--- config.mk ---
export PLATFORM = sky130hd
export DESIGN_NAME = instr_fetch_unit_flat
export DESIGN_NICKNAME = d
export VERILOG_FILES = /design/src/rtl/instr_fetch_unit_if.sv /design/src/rtl/instr_fetch_unit.sv /design/src/flat_wrapper.sv
export SDC_FILE = /design/constraint.sdc
export NUM_CORES = 1
export LEC_CHECK = 0
export ABC_AREA = 1
export ABC_CLOCK_PERIOD_IN_PS = 1500
export CAP_MARGIN = 40
export CORE_MARGIN = 2
export CORE_UTILIZATION = 43
export CTS_CLUSTER_DIAMETER = 40
export DETAILED_ROUTE_END_ITERATION = 8
export GPL_ROUTABILITY_DRIVEN = 0
export MAX_ROUTING_LAYER = met4
export PLACE_DENSITY = 0.78
export SLEW_MARGIN = 0
export SYNTH_ARGS = -nofsm -noshare
export SYNTH_HDL_FRONTEND = slang
export SYNTH_SLANG_ARGS = --single-unit
export TNS_END_PERCENT = 20
--- constraint.sdc ---
create_clock -name clk -period 1.5 [get_ports clk]
set_input_delay 0.15 -clock clk [delete_from_list [all_inputs] [get_ports clk]]
set_output_delay 0.15 -clock clk [all_outputs]
set_load 0.1 [all_outputs]
--- src/rtl/instr_fetch_unit_if.sv ---
`default_nettype none
// ============================================================================
// Module   : instr_fetch_unit_if
// Purpose  : Bundles the fetch unit's instruction-memory request/response
//            channel, the execute-stage redirect, and the decode-side
//            valid/ready output buffer.
// Signals  : imem_req_valid/ready/addr  - word fetch request handshake
//            imem_rsp_valid/data        - in-order fetch response
//            branch_true/branched_pc    - single-cycle redirect from execute
//            if_valid/instr/pc, if_ready - instruction handoff to decode
// Modports : master - the fetch unit; slave - memory, execute and decode side
// Revision : 1.0 - initial release
// ============================================================================
interface instr_fetch_unit_if;
  logic        imem_req_valid;
  logic        imem_req_ready;
  logic [31:0] imem_req_addr;
  logic        imem_rsp_valid;
  logic [31:0] imem_rsp_data;
  logic        branch_true;
  logic [31:0] branched_pc;
  logic        if_valid;
  logic [31:0] if_instr;
  logic [31:0] if_pc;
  logic        if_ready;

  modport master (
    output imem_req_valid, imem_req_addr, if_valid, if_instr, if_pc,
    input  imem_req_ready, imem_rsp_valid, imem_rsp_data,
           branch_true, branched_pc, if_ready
  );

  modport slave (
    input  imem_req_valid, imem_req_addr, if_valid, if_instr, if_pc,
    output imem_req_ready, imem_rsp_valid, imem_rsp_data,
           branch_true, branched_pc, if_ready
  );
endinterface
`default_nettype wire

--- src/rtl/instr_fetch_unit.sv ---
`default_nettype none
// ============================================================================
// Module   : instr_fetch_unit
// Purpose  : RISC-V fetch stage. Owns the PC, issues one word fetch at a time
//            and hands instruction/PC pairs to decode through a one-entry
//            valid/ready buffer. A branch_true pulse retargets the PC and
//            flushes any younger work (buffered or in flight).
// Ports    : clk            - system clock, rising edge
//            rst_n          - asynchronous active-low reset
//            bus (master)   - memory, redirect and decode signals
//            perf_fetch_cnt - instructions loaded into the buffer (opt.)
//            perf_flush_cnt - redirects that discarded work (opt.)
// Options  : define FETCH_PERF_EN to add the two performance counters.
// Revision : 1.0 - initial release
// ============================================================================
module instr_fetch_unit #(
  parameter logic [31:0] RESET_PC = 32'h0000_0000
) (
  input  logic               clk,
  input  logic               rst_n,
  instr_fetch_unit_if.master bus
`ifdef FETCH_PERF_EN
  ,
  output logic [31:0]        perf_fetch_cnt,
  output logic [31:0]        perf_flush_cnt
`endif
);

  localparam logic [0:0] S_FETCH = 1'b0;
  localparam logic [0:0] S_WAIT  = 1'b1;

  logic [0:0]  state_q, state_d;
  logic [31:0] pc_q, pc_d;
  logic [31:0] req_pc_q, req_pc_d;
  logic        drop_q, drop_d;
  logic        valid_q, valid_d;
  logic [31:0] instr_q, instr_d;
  logic [31:0] ipc_q, ipc_d;

  logic        req_fire;
  logic        rsp_land;
  logic        load;
  logic        unused_ok;

  // The redirect target is word-aligned here, so its low bits are ignored.
  assign unused_ok = ^bus.branched_pc[1:0];

  // Only issue when the buffer is empty or draining this cycle: this is what
  // guarantees a response never lands on an occupied buffer.
  assign bus.imem_req_valid = rst_n & (state_q == S_FETCH) &
                              (~valid_q | bus.if_ready);
  assign bus.imem_req_addr  = pc_q;
  assign bus.if_valid       = valid_q;
  assign bus.if_instr       = instr_q;
  assign bus.if_pc          = ipc_q;

  assign req_fire = bus.imem_req_valid & bus.imem_req_ready;
  assign rsp_land = (state_q == S_WAIT) & bus.imem_rsp_valid;
  // A response coinciding with a redirect belongs to the squashed path.
  assign load     = rsp_land & ~drop_q & ~bus.branch_true;

  always_comb begin
    state_d  = state_q;
    pc_d     = pc_q;
    req_pc_d = req_pc_q;
    drop_d   = drop_q;
    valid_d  = valid_q;
    instr_d  = instr_q;
    ipc_d    = ipc_q;

    if (valid_q && bus.if_ready) begin
      valid_d = 1'b0;
    end

    case (state_q)
      S_FETCH: begin
        if (req_fire) begin
          state_d  = S_WAIT;
          req_pc_d = pc_q;
          // A request accepted alongside a redirect fetches the old path.
          drop_d   = bus.branch_true;
        end
      end
      S_WAIT: begin
        if (bus.imem_rsp_valid) begin
          state_d = S_FETCH;
          drop_d  = 1'b0;
        end else if (bus.branch_true) begin
          drop_d = 1'b1;
        end
      end
      default: begin
        state_d = S_FETCH;
      end
    endcase

    if (load) begin
      valid_d = 1'b1;
      instr_d = bus.imem_rsp_data;
      ipc_d   = req_pc_q;
      pc_d    = req_pc_q + 32'd4;
    end

    if (bus.branch_true) begin
      pc_d    = {bus.branched_pc[31:2], 2'b00};
      valid_d = 1'b0;
    end
  end

  always_ff @(posedge clk or negedge rst_n) begin
    if (!rst_n) begin
      state_q  <= S_FETCH;
      pc_q     <= RESET_PC;
      req_pc_q <= RESET_PC;
      drop_q   <= 1'b0;
      valid_q  <= 1'b0;
      instr_q  <= 32'h0;
      ipc_q    <= 32'h0;
    end else begin
      state_q  <= state_d;
      pc_q     <= pc_d;
      req_pc_q <= req_pc_d;
      drop_q   <= drop_d;
      valid_q  <= valid_d;
      instr_q  <= instr_d;
      ipc_q    <= ipc_d;
    end
  end

`ifdef FETCH_PERF_EN
  logic [31:0] fetch_cnt_q;
  logic [31:0] flush_cnt_q;
  logic        flush_evt;

  // A redirect counts as a flush when it kills a live response or a held
  // buffer entry; at most one count per redirect cycle.
  assign flush_evt = bus.branch_true & ((rsp_land & ~drop_q) | valid_q);

  always_ff @(posedge clk or negedge rst_n) begin
    if (!rst_n) begin
      fetch_cnt_q <= 32'h0;
      flush_cnt_q <= 32'h0;
    end else begin
      if (load) begin
        fetch_cnt_q <= fetch_cnt_q + 32'd1;
      end
      if (flush_evt) begin
        flush_cnt_q <= flush_cnt_q + 32'd1;
      end
    end
  end

  assign perf_fetch_cnt = fetch_cnt_q;
  assign perf_flush_cnt = flush_cnt_q;
`endif

endmodule
`default_nettype wire

--- src/flat_wrapper.sv ---
// flat-port wrapper written by rule: the top's interface ports become plain ports
module instr_fetch_unit_flat 
#(
  parameter logic [31:0] RESET_PC = 32'h0000_0000
)
  (clk, rst_n, bus_imem_req_valid, bus_imem_req_addr, bus_if_valid, bus_if_instr, bus_if_pc, bus_imem_req_ready, bus_imem_rsp_valid, bus_imem_rsp_data, bus_branch_true, bus_branched_pc, bus_if_ready);
  instr_fetch_unit_if bus_i ();
  input  logic clk;
  input  logic rst_n;
  output wire logic [$bits(bus_i.imem_req_valid)-1:0] bus_imem_req_valid;
  output wire logic [$bits(bus_i.imem_req_addr)-1:0] bus_imem_req_addr;
  output wire logic [$bits(bus_i.if_valid)-1:0] bus_if_valid;
  output wire logic [$bits(bus_i.if_instr)-1:0] bus_if_instr;
  output wire logic [$bits(bus_i.if_pc)-1:0] bus_if_pc;
  input wire logic [$bits(bus_i.imem_req_ready)-1:0] bus_imem_req_ready;
  input wire logic [$bits(bus_i.imem_rsp_valid)-1:0] bus_imem_rsp_valid;
  input wire logic [$bits(bus_i.imem_rsp_data)-1:0] bus_imem_rsp_data;
  input wire logic [$bits(bus_i.branch_true)-1:0] bus_branch_true;
  input wire logic [$bits(bus_i.branched_pc)-1:0] bus_branched_pc;
  input wire logic [$bits(bus_i.if_ready)-1:0] bus_if_ready;
  assign bus_imem_req_valid = bus_i.imem_req_valid;
  assign bus_imem_req_addr = bus_i.imem_req_addr;
  assign bus_if_valid = bus_i.if_valid;
  assign bus_if_instr = bus_i.if_instr;
  assign bus_if_pc = bus_i.if_pc;
  assign bus_i.imem_req_ready = bus_imem_req_ready;
  assign bus_i.imem_rsp_valid = bus_imem_rsp_valid;
  assign bus_i.imem_rsp_data = bus_imem_rsp_data;
  assign bus_i.branch_true = bus_branch_true;
  assign bus_i.branched_pc = bus_branched_pc;
  assign bus_i.if_ready = bus_if_ready;
  instr_fetch_unit #(.RESET_PC(RESET_PC)) u_core (.clk(clk), .rst_n(rst_n), .bus(bus_i));
endmodule
# == Yosys cells after proc, flatten, opt, wreduce, memory -nomap -nowiden ==
# Index checks and enable logic that the tools add are counted.
# word_totals
reg_bits,131
latch_bits,0
mem_bits_rw,0
rom_bits,0
input_bits,70
output_inout_bits,98
elab_cells,38
mem_count,0
# op_classes
addsub,1
mul,0
div_mod_pow,0
magnitude_cmp,0
eq_ne,2
shifts,0
muxes,12
bitwise_logic,11
n_reduce_logical,5
# ops
cell,n
two-way mux 32 bit,2
"adder 32 x 3 -> 32 bit, second input constant",1
two-way mux 1 bit,8
bitwise AND 1 bit,6
inverter 1 bit,4
case mux 1 bit (2 select lines),2
AND reduction 2 bit,2
"inequality test 3 bit, second input constant",1
nonzero test 3 bit,1
"inequality test 2 x 1 -> 1 bit, second input constant",1
nonzero test 2 bit,1
logical AND 1 bit,1
OR 1 bit,1

# == Longest topological paths before layout ==
# Gate-level depths: netlist of the first run.
# logic_depth
word_depth,6
ltp_mapped,11
mapped_depth_nobuf,10

# == Least setup slack after synthesis of the first run ==
# Ideal clock, no wire load.
# synth_timing
path_kind,register to register
from,"reg u_core.valid_q, in the netlist u_core.bus.if_valid"
to,reg u_core.req_pc_q[10]
setup_time_ns,0.124
t_arrival_ns,2.105
t_required_ns,1.376
path_slack_ns,-0.729
stages_incl_launch_ff,6
path_buffers,1
period_less_slack_ns,2.229
path_cell_list,dfrtp_1 > a21oi_4 > nand2_2 > buf_2 > nor2_1 > a21oi_1
# synth_between
elab_chain_cells,5
# synth_rtl
element,line_no,source
"start, declared",instr_fetch_unit.sv:36,"logic valid_q, valid_d;"
"start signal, assigned",instr_fetch_unit.sv:124,valid_q <= valid_d;
inverter 1 bit,instr_fetch_unit.sv:51,(~valid_q | bus.if_ready);
OR 1 bit,instr_fetch_unit.sv:51,
bitwise AND 1 bit,instr_fetch_unit.sv:50,assign bus.imem_req_valid = rst_n & (state_q == S_FETCH) &
net bus_imem_req_valid,flat_wrapper.sv:10,output wire logic [$bits(bus_i.imem_req_valid)-1:0] bus_imem_req_valid;
bitwise AND 1 bit,instr_fetch_unit.sv:57,assign req_fire = bus.imem_req_valid & bus.imem_req_ready;
AND reduction 2 bit (no source line),--,
"end signal, assigned",instr_fetch_unit.sv:122,req_pc_q <= req_pc_d;
"end, declared",instr_fetch_unit.sv:34,"logic [31:0] req_pc_q, req_pc_d;"
# The timed path passes the listed nets, and every way through them passes these cells.
# A chain may end at the register's enable or synchronous reset.

# == Final worst setup path of the first run ==
# layout_timing
from,reg u_core.req_pc_q[2]
to,"reg u_core.pc_q[26], in the netlist u_core.bus.imem_req_addr[26]"
# layout_between
elab_chain_cells,3
# layout_rtl
element,line_no,source
adder 32 x 3 -> 32 bit,instr_fetch_unit.sv:101,pc_d = req_pc_q + 32'd4;
two-way mux 32 bit,instr_fetch_unit.sv:97,if (load) begin
two-way mux 32 bit,instr_fetch_unit.sv:104,if (bus.branch_true) begin
"end signal, assigned",instr_fetch_unit.sv:121,pc_q <= pc_d;
"end, declared",instr_fetch_unit.sv:33,"logic [31:0] pc_q, pc_d;"
# No other way between the ends. The select of a mux whose other input is x is not followed.

==> impl_results.md, run 1 <==
* Most common cell after layout, fill and taps aside: nand2_1
* Post-synth EDFFs at 0
* CTS Buffer Depth at 2
* Routed Antenna Nets at 0
* Core Box Area at 13,300 sq um
* DR WL/cell at 15.7 um
* First-pass GRT wire length at 28.6 mm
* Max-slew violations at 0
* Most used cell, CP: nor2_4
* Tmin final at 1580 ps
* Endpoints failing setup at 11
* Final hold viol count at 0
* Post-synth top flop: dfrtp_1
* Ports at 168
* Post-Syn Nets at 793
* DP Worst Slack at -194 ps
* Peak supply drop at 1.52 mV
* Power Total at 22.7 mW
* Placed cells at 1,079
* Synth cell types at 32
* Largest net degree at the start of global routing at 132
* Port bufs at 165
* Critical Path, Cell by Cell: ha_2, nand2_2, nor2_4, nand2_4, nor2_4, nand2_1, o21ai_1, nand3b_1
* Die width at 121 um
* Reg2Reg Setup Slack at -80 ps
* Number of global-route vias before repair at 5,795
* Synth Register Bits at 131
* Worst path slowest cell: dfrtp_1
* Cell Pwr Density at 2340 nW/um^2
* Non-Filler Instances at 1,117
* Site Rows at 42
* Register area share after synthesis at 55.4%
* XOR/XNOR Fraction of Synth Area at 0.593%
* Status: finished with violations
* CTS tree: yes
* Critical path capture point type: flop
* Hold_sp: bus_imem_rsp_data[2]
* Final wirelength at 17.5 mm
* Crit path largest cell delay at 370 ps
* Clk pin slew, worst setup/hold paths at 50 ps
* Post-synthesis mux area share at 0%
* Clock Skew at 9.27 ps
* Pre-antenna DRT Iters at 5
* Gr ovfl total at 0
* Worst flop-to-flop path endpoint: u_core.bus.imem_req_addr[26]
* Slew at the pin closest to its max-slew limit at 701 ps
* Ant diodes at 0
* Crit path max fanout at 5
* Post-synth ARST share at 100%
* Die Ht at 121 um
* H-tree Lvls at 4
* Area delta synth->final at 64.6%
* Part of the cycle the worst path needs at 105%
* YS warnings at 0
* Reg2reg path depth at 8
* Crit path DAT at 1880 ps
* Unrepaired setup endpoints after global routing: true
* Initial DRC Count at 362
* Max Clock Freq at 0.633 GHz
* Worst setup startpoint: u_core.req_pc_q[2]
* Mapped Avg Cell Area at 8.19 sq um
* Normalized max-slew margin at 53.3%
* Clock root buffer: clkbuf_16
* HPWL after DPL at 12.6 mm
* Leading cell types in the layout, fill and taps excluded: nand2_1, dfrtp_1, buf_12, clkdlybuf4s50_1, nor2_1
* Fraction of the mapped netlist area in adder cells at 0.212%
* Vias per cell at 5.11
* Worst Hold Path Cells at 3
* Gate Count Post-Synth at 722
* Hold Path Sink: u_core.bus.if_instr[2]
* Num CTS Buffers at 17
* Complex-gate fraction of the synthesized area at 8.00%
* Initial Util at 44.3%
* Simple-gate share of the synthesized area at 29.1%
* Initial antenna violation count at 0
* Fin nets at 1,001
* DRC at 0
* Total track usage at 25.8%
* Die ar. at 14,700 sq um
* Hold Path Class: in -> reg
* WS Path Type: reg -> reg
* Maximum capacitance violations at 0
* Leak at 4.64 nW
* Mapped Area at 5910 sq um
* Failing checks: negative setup slack
* Reg2reg start: u_core.req_pc_q[2]
* Worst-Skew Late Latency at 420 ps
* Hold_ws at 270 ps
* Share of cells above drive strength 1 at 23.0%
* Sink Count at 131
* Startpoint Class: flop
* Final WS setup at -80.7 ps
* CP required at 1790 ps
* Via count at 5,704
* Largest family of logic cells by synthesized area: simple AND/OR/NAND/NOR gates
[cells by family after synthesis]
group / after synthesis
AOI/OAI and AO/OA: 87
xor gates and xnor gates: 4
adders and majority gates: 1
buffers and inverters: 94
DFF: 131
and+or+nand+nor: 405
[metal layers]
metal	share of wire [%]	vias up	wire [um]	global-route usage, %
met2	49	238	8560	41.4
met4	2.2	0	393	8.76
met5	0	-	0	-
met3	7.4	37	1300	6.44
met1	41	2721	7240	32.1
li1	-	2708	-	-
[cells in the mapped netlist, types with 2 or more instances]
master    instances  share of area (%)
inv_2             2               0.13
a21oi_1          15                1.3
inv_1            62                3.9
nand3_1          44                3.7
nor2_4            6                1.1
buf_2            21                1.8
nand2_1         253                 16
clkbuf_1          7               0.44
nand3_2           2               0.34
nand3b_1          4               0.51
nor2_1           66                4.2
or2_2             3               0.32
o21ai_0          59                5.0
nand2_2           6               0.63
nand4_1          11                1.2
nor2_2            4               0.42
a31oi_1           3               0.32
o211ai_1          3               0.38
o22ai_1           2               0.21
xor2_1            4               0.59
dfrtp_1         131                 55
nor3_1            4               0.34
[critical path, delay by kind of cell (launching register included)]
kind	cells	cell delay (ps)
adder cells (fa/ha/maj)	1	200
flip-flops	1	370
AND/OR/NAND/NOR	6	730
AO/OA/AOI/OAI	1	150
[state kept, by name, indices dropped and copies added (netlist names)]
| signal | cells |
|---|---|
| u_core.bus.if_instr | 32 |
| u_core.drop_q | 1 |
| u_core.req_pc_q | 32 |
| u_core.bus.if_valid | 1 |
| u_core.bus.imem_req_addr | 32 |
| u_core.state_q | 1 |
| u_core.bus.if_pc | 32 |
[metrics by stage]
stage / area (sq um) / TNS (ps) / utilization [%]
2_1_floorplan: 5920 / -12780 / -
3_3_place_gp: 9080 / -8700 / 68.1
3_5_place_dp: 9080 / -11250 / 68.1
4_1_cts: 9650 / -200 / 72.3
5_1_grt: 9730 / -1900 / 72.9
6_report: 9730 / -380 / 72.9
[power breakdown]
group          switching (mW)  total (mW)  internal, mW
Sequential               1.33        6.00          4.67
Clock                    1.45        3.74          2.29
Combinational            8.54        13.0          4.45
Total                    11.3        22.7          11.4
[cell type report]
type / instances / area (sq um)
clock buffers: 24 / 462
clock inverters: 6 / 57.6
fillers: 932 / 3620
inverters: 64 / 240
multi-input cells: 497 / 2290
flip-flops and latches: 131 / 3290
well taps: 176 / 220
repair buffers: 219 / 3170
[what timing repair did]
| action | 4_1_cts | 5_1_grt |
|---|---|---|
| pin swaps | 3 | 9 |
| endpoints found under the hold margin | 131 | 0 |
| resized for setup | 7 | 15 |
| setup endpoints to repair | 11 | 47 |
| setup buffers | 3 | 4 |
| hold buffers | 1 | 0 |
[how the worst max path moves through the flow]
stage / to / cells after the start
2_1_floorplan: u_core.req_pc_q[10] / 5
3_3_place_gp: u_core.bus.if_pc[11] / 6
3_5_place_dp: u_core.bus.if_instr[17] / 6
4_1_cts: u_core.bus.imem_req_addr[24] / 9
5_1_grt: u_core.bus.imem_req_addr[14] / 9
6_report: u_core.bus.imem_req_addr[26] / 8
(Power assumes the default switching activity.)
==> inputs of run 2 (changes only) <==
--- a/config.mk
+++ b/config.mk
@@ -8,7 +8,7 @@
 export ABC_AREA = 1
 export ABC_CLOCK_PERIOD_IN_PS = 1500
 export CAP_MARGIN = 40
-export CORE_MARGIN = 2
+export CORE_MARGIN = 5
 export CORE_UTILIZATION = 43
 export CTS_CLUSTER_DIAMETER = 40
 export DETAILED_ROUTE_END_ITERATION = 8
==> run 2 against run 1 <==
Compared with the run above:
- critical path depth unchanged
- clock-buffer cell count unchanged
- register-to-register slack improved by 30 ps
- maximum frequency increased by 1.9%
- non-clock buffer count increased by 1
- largest power group unchanged
- via count increased by 0.75%
- the flow still finishes with violations (negative setup slack)
- global-route usage decreased by 1.2 points
- wire length increased by 5.9%
- total power increased by 3.5%
==> impl_results.md, run 2 (same netlist as run 1, synthesis figures left out) <==
* Area delta synth->final at 66.5%
* Placed Area at 9080 sq um
* Clock Skew at 7.33 ps
* Normalized max-slew margin at 54.5%
* Sink Count at 131
* Failing checks: negative setup slack
* Worst-Skew Late Latency at 420 ps
* Routed Antenna Nets at 0
* Power Total at 23.5 mW
* Die Ht at 127 um
* Initial DRC Count at 578
* Port bufs at 165
* Maximum capacitance violations at 0
* Via count at 5,747
* Pre-antenna DRT Iters at 6
* Fin nets at 1,002
* Final setup TNS at -195 ps
* Part of the cycle the worst path needs at 103%
* Crit path max fanout at 4
* Non-Filler Instances at 1,120
* Critical path capture point type: flop
* Hold Path Class: in -> reg
* Max Clock Freq at 0.645 GHz
* Final wirelength at 18.5 mm
* Startpoint Class: flop
* Leak at 4.72 nW
* H-tree Lvls at 4
* Die ar. at 16,200 sq um
* Slew at the pin closest to its max-slew limit at 683 ps
* WS Path Type: reg -> reg
* DR WL/cell at 16.5 um
* Final hold viol count at 0
* Crit path DAT at 1850 ps
* Initial Util at 44.3%
* DRC at 0
* CTS tree: yes
* Hold_ws at 263 ps
* Peak supply drop at 2.09 mV
* Clock root buffer: clkbuf_16
* Most common cell after layout, fill and taps aside: nand2_1
* Site Rows at 42
* Cell Pwr Density at 2390 nW/um^2
* Max-slew violations at 0
* Leading cell types in the layout, fill and taps excluded: nand2_1, dfrtp_1, buf_12, clkdlybuf4s50_1, nor2_1
* Final instance area at 9840 sq um
* Share of cells above drive strength 1 at 23.4%
* Gr ovfl total at 0
* Ant diodes at 0
* Die width at 127 um
* Initial antenna violation count at 0
* Vias per cell at 5.13
* Core Box Area at 13,300 sq um
* Seq. cell area at 3280 sq um
* CP required at 1800 ps
* Num CTS Buffers at 17
* Status: finished with violations
* Ports at 168
* Placed cells at 1,080
* Filler cell count at 903
* First-pass GRT wire length at 30.3 mm
* Total track usage at 24.5%
* HPWL after DPL at 13.1 mm
* Number of global-route vias before repair at 5,981
* Area occupied by multi-input gates at 2290 sq um
* Tmin final at 1550 ps
* Endpoints failing setup at 7
* Final WS setup at -50.7 ps
* Clk pin slew, worst setup/hold paths at 50 ps
* CTS Buffer Depth at 2
* Unrepaired setup endpoints after global routing: true
* Largest net degree at the start of global routing at 132
run 2: cell types whose count changed in the layout (fill, tap and decap cells not counted), sizes merged:
cell / previous run / this run
clkinv: 4 / 3
bufinv: 1 / 4
buf: 152 / 153
run 2: final cells by class:
cell class / instances / share of cell area [%]
repair buffers: 220 / 32.1
clock inverters: 8 / 1.49
clock buffers: 24 / 5.10
multi-input cells: 497 / 23.3
flip-flops and latches: 131 / 33.4
well taps: 176 / 2.24
inverters: 64 / 2.44
run 2: worst max-delay path: stages, from the launching register on:
cell,delay [ps]
dfrtp_1,370
ha_2,190
nand2_2,70
nor2_4,140
nand4_1,280
inv_1,150
nand3_1,80
nand2_1,70
nand3b_1,70
run 2: final timing paths:
check,startpoint,endpoint,slack [ps],depth (start not counted)
max,u_core.req_pc_q[2],u_core.bus.imem_req_addr[28],-50,8
min,bus_imem_rsp_data[15],u_core.bus.if_instr[15],260,3
max reg2reg,u_core.req_pc_q[2],u_core.bus.imem_req_addr[28],-50,8
min reg2reg,u_core.req_pc_q[1],u_core.req_pc_q[1],510,2
max in group asynchronous,rst_n,u_core.bus.if_valid,500,3
min in group asynchronous,rst_n,u_core.bus.if_pc[27],450,3
run 2: repair_timing:
action                                 CTS  global route
setup endpoints to repair               10            23
pin swaps                                6             4
endpoints found under the hold margin  131             0
buffers inserted                         7             0
hold buffers                             1             0
resized for setup                       10             7
run 2: where the power goes:
| group | switching, mW | internal, mW |
|---|---|---|
| registers | 1.33 | 4.67 |
| clock network | 1.49 | 3.00 |
| logic | 8.59 | 4.46 |
run 2: per-stage QoR:
stage	util, %	setup WS [ps]
3_5_place_dp	68.0	-135
3_3_place_gp	68.0	-77.1
2_1_floorplan	-	-390
5_1_grt	73.7	-164
6_report	73.7	-50.7
4_1_cts	73.5	-65.1
run 2: layer usage:
layer	vias up	global-route usage, %	part of all wire, %
li1	2703	-	-
met1	2735	27.9	38
met2	268	40.7	51
met3	41	8.31	9.1
met4	0	8.77	2.5
met5	-	-	0
==> inputs of run 3 (changes only) <==
--- a/config.mk
+++ b/config.mk
@@ -14,7 +14,7 @@
 export DETAILED_ROUTE_END_ITERATION = 8
 export GPL_ROUTABILITY_DRIVEN = 0
 export MAX_ROUTING_LAYER = met4
-export PLACE_DENSITY = 0.78
+export PLACE_DENSITY_LB_ADDON = 0.3
 export SLEW_MARGIN = 0
 export SYNTH_ARGS = -nofsm -noshare
 export SYNTH_HDL_FRONTEND = slang
==> run 3 against run 2 <==
Compared with the run above:
- the run still ends with negative setup slack left
- clock skew shrank 0.93 ps
- combinational power barely moved
- clock-buffer cell count down 6
- first-iteration DRC count down 20%
- final cell count rose by 0.45%
- utilization increased by 0.55 points
- clock power fell by 2%
- sequential power about the same
- critical path type unchanged
- highest routed layer unchanged
==> impl_results.md, run 3 (same netlist as run 1, synthesis figures left out) <==
* Seq. cell area at 3280 sq um
* Largest net degree at the start of global routing at 132
* Initial DRC Count at 465
* Final setup TNS at -213 ps
* Pre-antenna DRT Iters at 5
* Final hold viol count at 0
* Leading cell types in the layout, fill and taps excluded: nand2_1, dfrtp_1, buf_12, clkdlybuf4s50_1, nor2_1
* Slew at the pin closest to its max-slew limit at 692 ps
* Leak at 4.74 nW
* H-tree Lvls at 4
* First-pass GRT wire length at 29.4 mm
* Clock Skew at 6.40 ps
* DP Worst Slack at -218 ps
* Num CTS Buffers at 17
* Clk pin slew, worst setup/hold paths at 60 ps
* Final WS setup at -46.9 ps
* CTS tree: yes
* Initial antenna violation count at 0
* Vias per cell at 5.11
* Clock root buffer: clkbuf_16
* Area delta synth->final at 67.7%
* Routed Antenna Nets at 0
* DR WL/cell at 16.3 um
* Max-slew violations at 0
* Worst path slowest cell: dfrtp_1
* Part of the cycle the worst path needs at 103%
* Die ar. at 16,200 sq um
* Final wirelength at 18.4 mm
* Worst-Skew Late Latency at 420 ps
* Cell Pwr Density at 2370 nW/um^2
* Failing checks: negative setup slack
* HPWL after DPL at 12.9 mm
* Die width at 127 um
* Area occupied by multi-input gates at 2330 sq um
* Sink Count at 131
* Most common cell after layout, fill and taps aside: nand2_1
* Gr ovfl total at 0
* Startpoint Class: flop
* Endpoints failing setup at 7
* Status: finished with violations
* Maximum capacitance violations at 0
* WS Path Type: reg -> reg
* Total track usage at 23.7%
* Critical path capture point type: flop
* Site Rows at 42
* Number of global-route vias before repair at 5,866
* Critical Path, Cell by Cell: ha_2, nand2_2, nor2_4, nand4_1, inv_1, nand3_1, nand2_1, nand3b_1
* Via count at 5,754
* Peak supply drop at 1.96 mV
* Share of cells above drive strength 1 at 25.1%
* Crit path largest cell delay at 360 ps
* Hold Path Class: in -> reg
* Core Box Area at 13,300 sq um
* CP required at 1790 ps
* Crit path DAT at 1840 ps
* Ports at 168
* Filler cell count at 956
* Max Clock Freq at 0.646 GHz
* Die Ht at 127 um
* DRC at 0
* Initial Util at 44.3%
* CTS Buffer Depth at 2
* Port bufs at 165
* Unrepaired setup endpoints after global routing: true
* Normalized max-slew margin at 53.9%
* Fin nets at 1,007
* Crit path max fanout at 4
* Final Core Density at 74.3%
* Tmin final at 1550 ps
* Ant diodes at 0
[run 3: changes by cell type in the layout (fill, tap and decap cells not counted), sizes merged]
cell      before  now
clkbuf        24   18
buf          153  158
clkinv         3    8
clkinvlp       1    3
inv           64   63
[run 3: layout make-up]
| class | instances | area share, % |
|---|---|---|
| flip-flops and latches | 131 | 33.1 |
| repair buffers | 225 | 32.4 |
| multi-input cells | 497 | 23.5 |
| clock buffers | 18 | 4.43 |
| inverters | 64 | 2.46 |
| well taps | 176 | 2.22 |
| clock inverters | 14 | 1.88 |
[run 3: final timing paths]
| path | startpoint | to | slack [ps] | cells after the start |
|---|---|---|---|---|
| min in group asynchronous | rst_n | u_core.bus.if_pc[29] | 510 | 3 |
| hold reg to reg | u_core.req_pc_q[1] | u_core.bus.if_pc[1] | 490 | 2 |
| setup reg to reg | u_core.req_pc_q[3] | u_core.bus.imem_req_addr[28] | -50 | 8 |
| max in group asynchronous | rst_n | u_core.bus.if_valid | 430 | 3 |
| setup / recovery | u_core.req_pc_q[3] | u_core.bus.imem_req_addr[28] | -50 | 8 |
| hold / removal | rst_n | u_core.req_pc_q[12] | 240 | 6 |
[run 3: power by group]
group	internal (mW)	switching, mW
clock	2.81	1.57
combinational	4.52	8.61
sequential	4.67	1.31
total	12.0	11.5
[run 3: routing by layer]
metal	GRT usage [%]	part of all wire [%]
met3	5.38	6.8
met2	38.2	49
met5	-	0
met1	29.5	41
met4	8.58	2.9
[run 3: per-stage QoR]
| stage | instance area (sq um) | hold WS, ps | total power, mW | cells |
|---|---|---|---|---|
| finish | 9920 | 242 | 23.5 | 1125 |
| global route | 9920 | 262 | 24.3 | 1125 |
| CTS | 9820 | 248 | 23.6 | 1123 |
| detailed placement | 9090 | 362 | 19.1 | 1082 |
| global placement | 9090 | 363 | 18.9 | 1082 |
| floorplan | 5920 | -146 | 13.5 | 722 |
[run 3: timing repair]
| action | 4_1_cts | 5_1_grt |
|---|---|---|
| buffers inserted | 8 | 2 |
| gates cloned | 0 | 0 |
| hold buffers | 1 | 0 |
| setup endpoints to repair | 9 | 53 |
| gates resized for setup | 9 | 27 |
| pin swaps | 6 | 12 |
| hold endpoints to repair | 131 | 0 |
[run 3: worst max-delay path, delay by kind of cell, from the launching register on]
family | cells | cell delay, ps
flip-flops | 1 | 360
buffers and inverters | 1 | 140
adder cells (fa/ha/maj) | 1 | 200
AND/OR/NAND/NOR | 6 | 710
